File: src/rtl/alu_seq_pkg.sv
`default_nettype none
// ============================================================================
// Module   : alu_seq_pkg
// Brief    : Shared ALU function codes, request opcodes and sequencer states.
// Revision : 1.0 - initial release
// ============================================================================
package alu_seq_pkg;

    localparam logic [2:0] C_FUNC_ADD   = 3'b000;
    localparam logic [2:0] C_FUNC_SUB   = 3'b001;
    localparam logic [2:0] C_FUNC_NAND  = 3'b010;
    localparam logic [2:0] C_FUNC_INC   = 3'b011;
    localparam logic [2:0] C_FUNC_PASSA = 3'b100;
    localparam logic [2:0] C_FUNC_PASSB = 3'b101;

    typedef enum logic [2:0] {
        OP_ADD   = 3'b000,
        OP_SUB   = 3'b001,
        OP_NAND  = 3'b010,
        OP_INC   = 3'b011,
        OP_PASSA = 3'b100,
        OP_PASSB = 3'b101,
        OP_MUL   = 3'b110,
        OP_CMPEQ = 3'b111
    } req_op_e;

    typedef enum logic [1:0] {
        ST_IDLE     = 2'd0,
        ST_EXEC     = 2'd1,
        ST_MUL_LOOP = 2'd2,
        ST_RESP     = 2'd3
    } state_e;

endpackage
`default_nettype wire

File: src/rtl/alu_op_sequencer_if.sv
`default_nettype none
// ============================================================================
// Module   : alu_op_sequencer_if
// Brief    : Request/response handshake bundle of the ALU op sequencer.
//            rsp_ovf exists only when ALU_SEQ_OVF_EN is defined.
// Revision : 1.0 - initial release
// ============================================================================
interface alu_op_sequencer_if #(
    parameter int WIDTH = 32
);
    logic             req_valid;
    logic             req_ready;
    logic [2:0]       req_op;
    logic [WIDTH-1:0] req_a;
    logic [WIDTH-1:0] req_b;
    logic             rsp_valid;
    logic             rsp_ready;
    logic [WIDTH-1:0] rsp_data;
    logic             rsp_zero;
    logic             rsp_err;
`ifdef ALU_SEQ_OVF_EN
    logic             rsp_ovf;
`endif

    modport master (
        output req_valid, req_op, req_a, req_b, rsp_ready,
        input  req_ready, rsp_valid, rsp_data, rsp_zero, rsp_err
`ifdef ALU_SEQ_OVF_EN
        , input rsp_ovf
`endif
    );

    modport slave (
        input  req_valid, req_op, req_a, req_b, rsp_ready,
        output req_ready, rsp_valid, rsp_data, rsp_zero, rsp_err
`ifdef ALU_SEQ_OVF_EN
        , output rsp_ovf
`endif
    );

endinterface
`default_nettype wire

File: src/rtl/alu_seq_ovf_detect.sv
`default_nettype none
// ============================================================================
// Module   : alu_seq_ovf_detect
// Brief    : Combinational two's-complement overflow check for add / subtract,
//            driven by the operand and result sign bits only.
// Revision : 1.0 - initial release
// ============================================================================
module alu_seq_ovf_detect (
    input  wire  a_msb,
    input  wire  b_msb,
    input  wire  res_msb,
    input  wire  is_sub,
    output logic ovf
);
    logic w_b_eff;

    // Subtraction adds the negated B, so its effective sign is inverted
    assign w_b_eff = b_msb ^ is_sub;
    assign ovf     = (a_msb == w_b_eff) && (res_msb != a_msb);

endmodule
`default_nettype wire

File: src/rtl/alu_op_sequencer.sv
`default_nettype none
// ============================================================================
// Module   : alu_op_sequencer
// Brief    : Multi-cycle controller for the MY-P0 ALU; synthesizes MUL and
//            CMPEQ on top of the native functions. Option: ALU_SEQ_OVF_EN.
// Revision : 1.0 - initial release
// ============================================================================
module alu_op_sequencer
    import alu_seq_pkg::*;
#(
    parameter int WIDTH        = 32,
    parameter int MUL_MAX_ITER = 255,
    parameter int CNT_W        = 8
) (
    input  wire              clk,
    input  wire              rst_n,
    alu_op_sequencer_if.slave bus,
    output logic [WIDTH-1:0] alu_a,
    output logic [WIDTH-1:0] alu_b,
    output logic [2:0]       alu_func,
    input  wire  [WIDTH-1:0] alu_out
);

    state_e           r_state,    w_state_nxt;
    req_op_e          r_op,       w_op_nxt;
    logic             r_b_over,   w_b_over_nxt;
    logic             r_b_zero,   w_b_zero_nxt;
    logic [CNT_W-1:0] r_cnt,      w_cnt_nxt;
    logic [WIDTH-1:0] r_alu_a,    w_alu_a_nxt;
    logic [WIDTH-1:0] r_alu_b,    w_alu_b_nxt;
    logic [2:0]       r_alu_func, w_alu_func_nxt;
    logic [WIDTH-1:0] r_data,     w_data_nxt;
    logic             r_zero,     w_zero_nxt;
    logic             r_err,      w_err_nxt;
    logic             w_capture;

`ifdef ALU_SEQ_OVF_EN
    logic             r_ovf, w_ovf_nxt;
    logic             w_ovf;
    logic [WIDTH-1:0] w_ovf_b;

    // INC adds an implicit +1 rather than operand B
    assign w_ovf_b = (r_alu_func == C_FUNC_INC) ? WIDTH'(1) : r_alu_b;

    alu_seq_ovf_detect u_ovf_detect (
        .a_msb   (r_alu_a[WIDTH-1]),
        .b_msb   (w_ovf_b[WIDTH-1]),
        .res_msb (alu_out[WIDTH-1]),
        .is_sub  (r_alu_func == C_FUNC_SUB),
        .ovf     (w_ovf)
    );

    assign bus.rsp_ovf = r_ovf;
`endif

    always_comb begin
        w_state_nxt    = r_state;
        w_op_nxt       = r_op;
        w_b_over_nxt   = r_b_over;
        w_b_zero_nxt   = r_b_zero;
        w_cnt_nxt      = r_cnt;
        w_alu_a_nxt    = r_alu_a;
        w_alu_b_nxt    = r_alu_b;
        w_alu_func_nxt = r_alu_func;
        w_data_nxt     = r_data;
        w_err_nxt      = r_err;
        w_capture      = 1'b0;
`ifdef ALU_SEQ_OVF_EN
        w_ovf_nxt      = r_ovf;
`endif
        case (r_state)
            ST_IDLE: begin
                if (bus.req_valid) begin
                    w_op_nxt     = req_op_e'(bus.req_op);
                    w_b_over_nxt = (bus.req_b > WIDTH'(MUL_MAX_ITER));
                    w_b_zero_nxt = (bus.req_b == '0);
                    w_alu_a_nxt  = bus.req_a;
                    w_alu_b_nxt  = bus.req_b;
                    w_state_nxt  = ST_EXEC;
                    case (req_op_e'(bus.req_op))
                        OP_CMPEQ: w_alu_func_nxt = C_FUNC_SUB;
                        OP_MUL: begin
                            // Accumulate A into a zeroed operand B times
                            w_alu_a_nxt    = '0;
                            w_alu_b_nxt    = bus.req_a;
                            w_alu_func_nxt = C_FUNC_ADD;
                            w_cnt_nxt      = bus.req_b[CNT_W-1:0];
                        end
                        default: w_alu_func_nxt = bus.req_op;
                    endcase
                end
            end
            ST_EXEC: begin
                if (r_op == OP_MUL) begin
`ifdef ALU_SEQ_OVF_EN
                    w_ovf_nxt = 1'b0;
`endif
                    if (r_b_over || r_b_zero) begin
                        w_err_nxt   = r_b_over;
                        w_data_nxt  = '0;
                        w_capture   = 1'b1;
                        w_state_nxt = ST_RESP;
                    end else begin
                        w_state_nxt = ST_MUL_LOOP;
                    end
                end else begin
                    if (r_op == OP_CMPEQ) begin
                        w_data_nxt    = '0;
                        w_data_nxt[0] = (alu_out == '0);
                    end else begin
                        w_data_nxt = alu_out;
                    end
`ifdef ALU_SEQ_OVF_EN
                    w_ovf_nxt = (r_op inside {OP_ADD, OP_INC, OP_SUB, OP_CMPEQ}) && w_ovf;
`endif
                    w_capture   = 1'b1;
                    w_state_nxt = ST_RESP;
                end
            end
            ST_MUL_LOOP: begin
                w_alu_a_nxt = alu_out;
                w_cnt_nxt   = r_cnt - CNT_W'(1);
`ifdef ALU_SEQ_OVF_EN
                w_ovf_nxt   = r_ovf | w_ovf;
`endif
                if (r_cnt == CNT_W'(1)) begin
                    w_data_nxt  = alu_out;
                    w_capture   = 1'b1;
                    w_state_nxt = ST_RESP;
                end
            end
            ST_RESP: begin
                if (bus.rsp_ready) begin
                    w_err_nxt      = 1'b0;
                    w_alu_func_nxt = C_FUNC_PASSA;
                    w_state_nxt    = ST_IDLE;
                end
            end
            default: w_state_nxt = ST_IDLE;
        endcase
        // rsp_zero only tracks rsp_data when a new result is captured
        w_zero_nxt = w_capture ? (w_data_nxt == '0) : r_zero;
    end

    always_ff @(posedge clk or negedge rst_n) begin
        if (!rst_n) begin
            r_state    <= ST_IDLE;
            r_op       <= OP_PASSA;
            r_b_over   <= 1'b0;
            r_b_zero   <= 1'b0;
            r_cnt      <= '0;
            r_alu_a    <= '0;
            r_alu_b    <= '0;
            r_alu_func <= C_FUNC_PASSA;
            r_data     <= '0;
            r_zero     <= 1'b0;
            r_err      <= 1'b0;
`ifdef ALU_SEQ_OVF_EN
            r_ovf      <= 1'b0;
`endif
        end else begin
            r_state    <= w_state_nxt;
            r_op       <= w_op_nxt;
            r_b_over   <= w_b_over_nxt;
            r_b_zero   <= w_b_zero_nxt;
            r_cnt      <= w_cnt_nxt;
            r_alu_a    <= w_alu_a_nxt;
            r_alu_b    <= w_alu_b_nxt;
            r_alu_func <= w_alu_func_nxt;
            r_data     <= w_data_nxt;
            r_zero     <= w_zero_nxt;
            r_err      <= w_err_nxt;
`ifdef ALU_SEQ_OVF_EN
            r_ovf      <= w_ovf_nxt;
`endif
        end
    end

    assign bus.req_ready = (r_state == ST_IDLE);
    assign bus.rsp_valid = (r_state == ST_RESP);
    assign bus.rsp_data  = r_data;
    assign bus.rsp_zero  = r_zero;
    assign bus.rsp_err   = r_err;
    assign alu_a         = r_alu_a;
    assign alu_b         = r_alu_b;
    assign alu_func      = r_alu_func;

endmodule
`default_nettype wire

File: src/flat_wrapper.sv
// flat-port wrapper written by rule: the top's interface ports become plain ports
module alu_op_sequencer_flat import alu_seq_pkg::*;
#(
    parameter int WIDTH        = 32,
    parameter int MUL_MAX_ITER = 255,
    parameter int CNT_W        = 8
)
  (clk, rst_n, alu_a, alu_b, alu_func, alu_out, bus_req_valid, bus_req_op, bus_req_a, bus_req_b, bus_rsp_ready, bus_req_ready, bus_rsp_valid, bus_rsp_data, bus_rsp_zero, bus_rsp_err);
  alu_op_sequencer_if #(.WIDTH(WIDTH)) bus_i ();
  input  wire clk;
  input  wire rst_n;
  output logic [WIDTH-1:0] alu_a;
  output logic [WIDTH-1:0] alu_b;
  output logic [2:0] alu_func;
  input  wire  [WIDTH-1:0] alu_out;
  input wire logic [$bits(bus_i.req_valid)-1:0] bus_req_valid;
  input wire logic [$bits(bus_i.req_op)-1:0] bus_req_op;
  input wire logic [$bits(bus_i.req_a)-1:0] bus_req_a;
  input wire logic [$bits(bus_i.req_b)-1:0] bus_req_b;
  input wire logic [$bits(bus_i.rsp_ready)-1:0] bus_rsp_ready;
  output wire logic [$bits(bus_i.req_ready)-1:0] bus_req_ready;
  output wire logic [$bits(bus_i.rsp_valid)-1:0] bus_rsp_valid;
  output wire logic [$bits(bus_i.rsp_data)-1:0] bus_rsp_data;
  output wire logic [$bits(bus_i.rsp_zero)-1:0] bus_rsp_zero;
  output wire logic [$bits(bus_i.rsp_err)-1:0] bus_rsp_err;
  assign bus_i.req_valid = bus_req_valid;
  assign bus_i.req_op = bus_req_op;
  assign bus_i.req_a = bus_req_a;
  assign bus_i.req_b = bus_req_b;
  assign bus_i.rsp_ready = bus_rsp_ready;
  assign bus_req_ready = bus_i.req_ready;
  assign bus_rsp_valid = bus_i.rsp_valid;
  assign bus_rsp_data = bus_i.rsp_data;
  assign bus_rsp_zero = bus_i.rsp_zero;
  assign bus_rsp_err = bus_i.rsp_err;
  alu_op_sequencer #(.WIDTH(WIDTH), .MUL_MAX_ITER(MUL_MAX_ITER), .CNT_W(CNT_W)) u_core (.clk(clk), .rst_n(rst_n), .bus(bus_i), .alu_a(alu_a), .alu_b(alu_b), .alu_func(alu_func), .alu_out(alu_out));
endmodule
File: config.mk
export PLATFORM = sky130hd
export DESIGN_NAME = alu_op_sequencer_flat
export DESIGN_NICKNAME = d
export VERILOG_FILES = /design/src/rtl/alu_seq_pkg.sv /design/src/rtl/alu_op_sequencer_if.sv /design/src/rtl/alu_seq_ovf_detect.sv /design/src/rtl/alu_op_sequencer.sv /design/src/flat_wrapper.sv
export SDC_FILE = /design/constraint.sdc
export NUM_CORES = 1
export LEC_CHECK = 0
export ABC_AREA = 1
export ABC_CLOCK_PERIOD_IN_PS = 1750
export CAP_MARGIN = 10
export CORE_UTILIZATION = 41
export CTS_BUF_LIST = sky130_fd_sc_hd__clkbuf_16
export DETAILED_ROUTE_END_ITERATION = 16
export GPL_ROUTABILITY_DRIVEN = 0
export PLACE_DENSITY = 0.88
export SLEW_MARGIN = 15
export SYNTH_ARGS = -nofsm -noshare
export SYNTH_HDL_FRONTEND = slang
export SYNTH_HIERARCHICAL = 1
export SYNTH_SLANG_ARGS = --single-unit
File: constraint.sdc
create_clock -name clk -period 1.75 [get_ports clk]
set_input_delay 0.35 -clock clk [delete_from_list [all_inputs] [get_ports clk]]
set_output_delay 0.35 -clock clk [all_outputs]
set_load 0.02 [all_outputs]
==> impl_metrics.py <==
metrics = {
    "outcome": {
        "status": "complete, but fails checks",
        "violations": "setup timing",
    },
    "route": {
        "vias_per_cell": 5.51,
        "drt_pre_antenna_iters": 10,
        "wl_per_cell_microns": 18.9,
        "wl_mm": 23.5,
        "drc": 0,
        "num_vias": 6866,
        "ant_nets": 0,
        "drtIter0Drc": 714,
    },
    "critical_path": {
        "criticalPathCategory": "flip-flop to flip-flop",
        "worst_ep_required_time_ns": 2.11,
        "worstSetupStartpointType": "flip-flop",
        "path_buf_inv": 2,
        "critPathMaxStageDelay_ns": 0.38,
        "critical_path.top_delay_family": "simple AND/OR/NAND/NOR gates",
        "path_cells": "inv_2 > ha_4 > nand2_4 > o21ai_4 > nand3_4 > clkbuf_16 > nand2_1 > o21a_1 > nand2_1 > nor2_2 > nand2_1 > nor2_1 > nand2_1 > nand2_1",
        "crit_path_max_fanout": 6,
        "end_kind": "flip-flop",
        "crit_slowest_cell": "dfrtp_1",
        "cp.arrival_ns": 2.55,
        "crit_path_frequent_cell": "nand2_1",
    },
    "yosys": {
        "ys_seq_elements": 116,
        "avgSynthCellArea_sq_um": 7.83,
        "yosys_warnings": 6,
        "synth-seq-area-share_pct": 48.9,
        "synthCells": 759,
        "synthFlopType": "dfrtp_1",
        "synth_top_family_by_area": "simple AND/OR/NAND/NOR gates",
        "synth_compound_gate_area_share_pct": 17.4,
        "synth_cell_types": 36,
        "synth-adder-area-share_pct": 1.26,
        "synth_edf_count": 0,
        "syn_nets": 868,
        "yosys.area_share.simple_pct": 25.1,
        "ys_top_cells_by_area": "dfrtp_1 48%, nand2_1 10%, nor2_1 8.1%, o21ai_0 7.5%, nand3_1 3.7%",
        "synth_mux_area_share_pct": 0,
        "synthXorXnorAreaFrac_pct": 0,
        "synth_top_area_share_pct": 48.0,
        "syn_area_sq_um": 5940,
        "yosys.area.top_type": "dfrtp_1",
        "async_reset_ff_share_pct": 100,
    },
    "floorplan": {
        "die_h_microns": 122,
        "fp.dieArea_sq_um": 15000,
        "rows": 43,
        "fp.dieW_microns": 122,
        "pin_count": 206,
        "core_sq_um": 14000,
        "initial_core_util_pct": 42.5,
    },
    "global_route": {
        "grt_usage_pct": 30.7,
        "grt_pass1_wl_mm": 34.5,
        "grt_pass1_vias": 6671,
        "grt_max_degree": 39,
        "antenna_found_initial": 0,
        "grt-ovfl-total": 0,
    },
    "clock_network": {
        "path_clk_slew_ns": 0.05,
        "cts_inserted_buffers": 17,
        "cts_max_path_buffers": 2,
        "cts.htree.levels": 4,
        "clk_latency_ns": 0.42,
        "cts_tree": "done",
        "root_buffer": "clkbuf_16",
        "cts.sinks": 116,
    },
    "power_and_ir_drop": {
        "switchingPower_mw": 1.61,
        "p_comb_share_pct": 9.8,
        "swShare_pct": 22.0,
        "powerDensity_nw_per_um2": 739,
        "intPower_mw": 5.73,
        "ir_worst_vdd_mv": 0.685,
        "seq_power_share_pct": 37.6,
        "leakage_nw": 5.19,
        "clkPwrFrac_pct": 52.7,
    },
    "cells_and_area": {
        "diodes": 0,
        "multi_input_comb_area_sq_um": 2810,
        "instances_no_fill": 1246,
        "layout_commonest_cell": "nand2_1",
        "stdcell_area_sq_um": 9930,
        "regArea_sq_um": 2910,
        "drive_gt1_share_pct": 19.2,
        "final_cell_mix": "159 x nand2_1, 124 x nor2_1, 114 x dfrtp_1",
        "area_delta_synth_final_pct": 67.2,
        "fillers": 1000,
        "finalNetCount": 1163,
    },
    "placement": {
        "hpwl_mm": 15.9,
        "io_buffers": 205,
        "placed_cell_area_sq_um": 8880,
        "placed_cells": 1205,
    },
    "timing": {
        "fin_crit_ns": 2.18,
        "finalSetupViolations": 2,
        "fin_worst_skew_ns": 0.00732,
        "rsz0062_at_grt": "true",
        "finalCritPeriodShare_pct": 125,
        "max_freq_mhz": 458,
        "final_max_slew_viol_count": 0,
        "relSlewSlack_pct": 70.3,
        "final_hold_viol_count": 0,
        "worst_slack_ns": -0.434,
        "tightestPinTransition_ns": 0.446,
    },
    "worst_hold_path": {
        "hp-class": "input port to async pin",
    },
    "run": {
        "maxCapViolations": 0,
    },
}
final timing paths:
check	end	cells past startpoint	start	slack, ns
max	u_core/bus.rsp_zero$_DFFE_PN0P_	14	u_core/r_cnt[1]$_DFFE_PN0P_	-0.43
min	u_core/alu_func[1]$_DFFE_PN0P_	2	rst_n	0.41
max reg2reg	u_core/bus.rsp_zero$_DFFE_PN0P_	14	u_core/r_cnt[1]$_DFFE_PN0P_	-0.43
min reg2reg	u_core/alu_b[23]$_DFFE_PN0P_	2	u_core/alu_b[23]$_DFFE_PN0P_	0.48
max in group asynchronous	u_core/alu_a[9]$_DFFE_PN0P_	3	rst_n	0.71
min in group clk	u_core/alu_b[23]$_DFFE_PN0P_	2	u_core/alu_b[23]$_DFFE_PN0P_	0.48
metrics by stage:
step	TNS [ns]	setup WS, ns	total power, mW	hold WS [ns]	util (%)
after floorplan	-0.159	-0.00574	2.95	0.0544	-
after global placement	-2.29	-0.240	3.52	0.317	63.5
after detailed placement	-7.64	-0.235	3.52	0.322	63.5
after CTS	-0.319	-0.201	7.34	0.416	68.3
after global routing	-1.25	-0.509	7.53	0.469	71.0
final	-0.456	-0.434	7.34	0.413	71.0
registers in the layout, indices dropped and copies added, names as in the netlist:
signal and flops:
u_core/r_cnt 8, u_core/bus.rsp_err 1, u_core/bus.rsp_zero 1, u_core/r_state 2, u_core/r_b_over 1, u_core/alu_b 32
u_core/r_op 3, u_core/r_b_zero 1, u_core/bus.rsp_data 32, u_core/alu_func 3, u_core/alu_a 32
power groups by stage:
stage | Sequential, mW | Clock (mW) | Combinational, mW
2_1_floorplan | 2.85 | 0 | 0.104
4_1_cts | 2.76 | 3.88 | 0.711
3_3_place_gp | 2.80 | 0 | 0.718
5_1_grt | 2.76 | 4.02 | 0.761
3_5_place_dp | 2.80 | 0 | 0.722
6_report | 2.76 | 3.86 | 0.718
per-layer routing:
layer	track usage (%)	wire length (microns)	up-vias
met1	39.3	9300	3279
met3	7.43	2030	79
met2	48.1	11400	412
li1	-	-	3096
met4	16.2	826	0
met5	0	0	-
Yosys cell counts (5+ instances only):
| library cell | number |
|---|---|
| inv_1 | 55 |
| nand2_2 | 5 |
| nor2_1 | 128 |
| o21a_1 | 15 |
| clkbuf_1 | 28 |
| nand3_1 | 44 |
| nor3_1 | 5 |
| nand2_1 | 165 |
| buf_6 | 5 |
| o21ai_0 | 89 |
| a21oi_1 | 17 |
| a21oi_2 | 14 |
| a31oi_1 | 33 |
| ha_1 | 6 |
| dfrtp_1 | 114 |
area by class of cell:
class	instances	share of cell area, %
inverters	58	2.24
clock inverters	14	2.19
flip-flops and latches	116	29.2
clock buffers	17	4.28
repair buffers	317	31.5
well taps	180	2.27
multi-input cells	544	28.3
logic make-up after synthesis:
family	Yosys count
buf+inv	99
simple gates	362
fa+ha+maj	6
compound gates	176
flops	116
worst register-to-register path, cell delays in order (launching register included):
cell and delay (ns):
dfrtp_1 0.38, inv_2 0.08, ha_4 0.14, nand2_4 0.05, o21ai_4 0.21, nand3_4 0.20
clkbuf_16 0.23, nand2_1 0.06, o21a_1 0.14, nand2_1 0.07, nor2_2 0.18, nand2_1 0.10
nor2_1 0.14, nand2_1 0.09, nand2_1 0.06
what timing repair did:
action / 4_1_cts / 5_1_grt
hold buffers: 1 / 0
resized for setup: 80 / 83
buffers inserted: 2 / 4
gates cloned: 1 / 4
pin swaps: 3 / 7
endpoints found under the hold margin: 25 / 0
setup endpoints to repair: 129 / 131
Power figures use the tool's default switching activity.
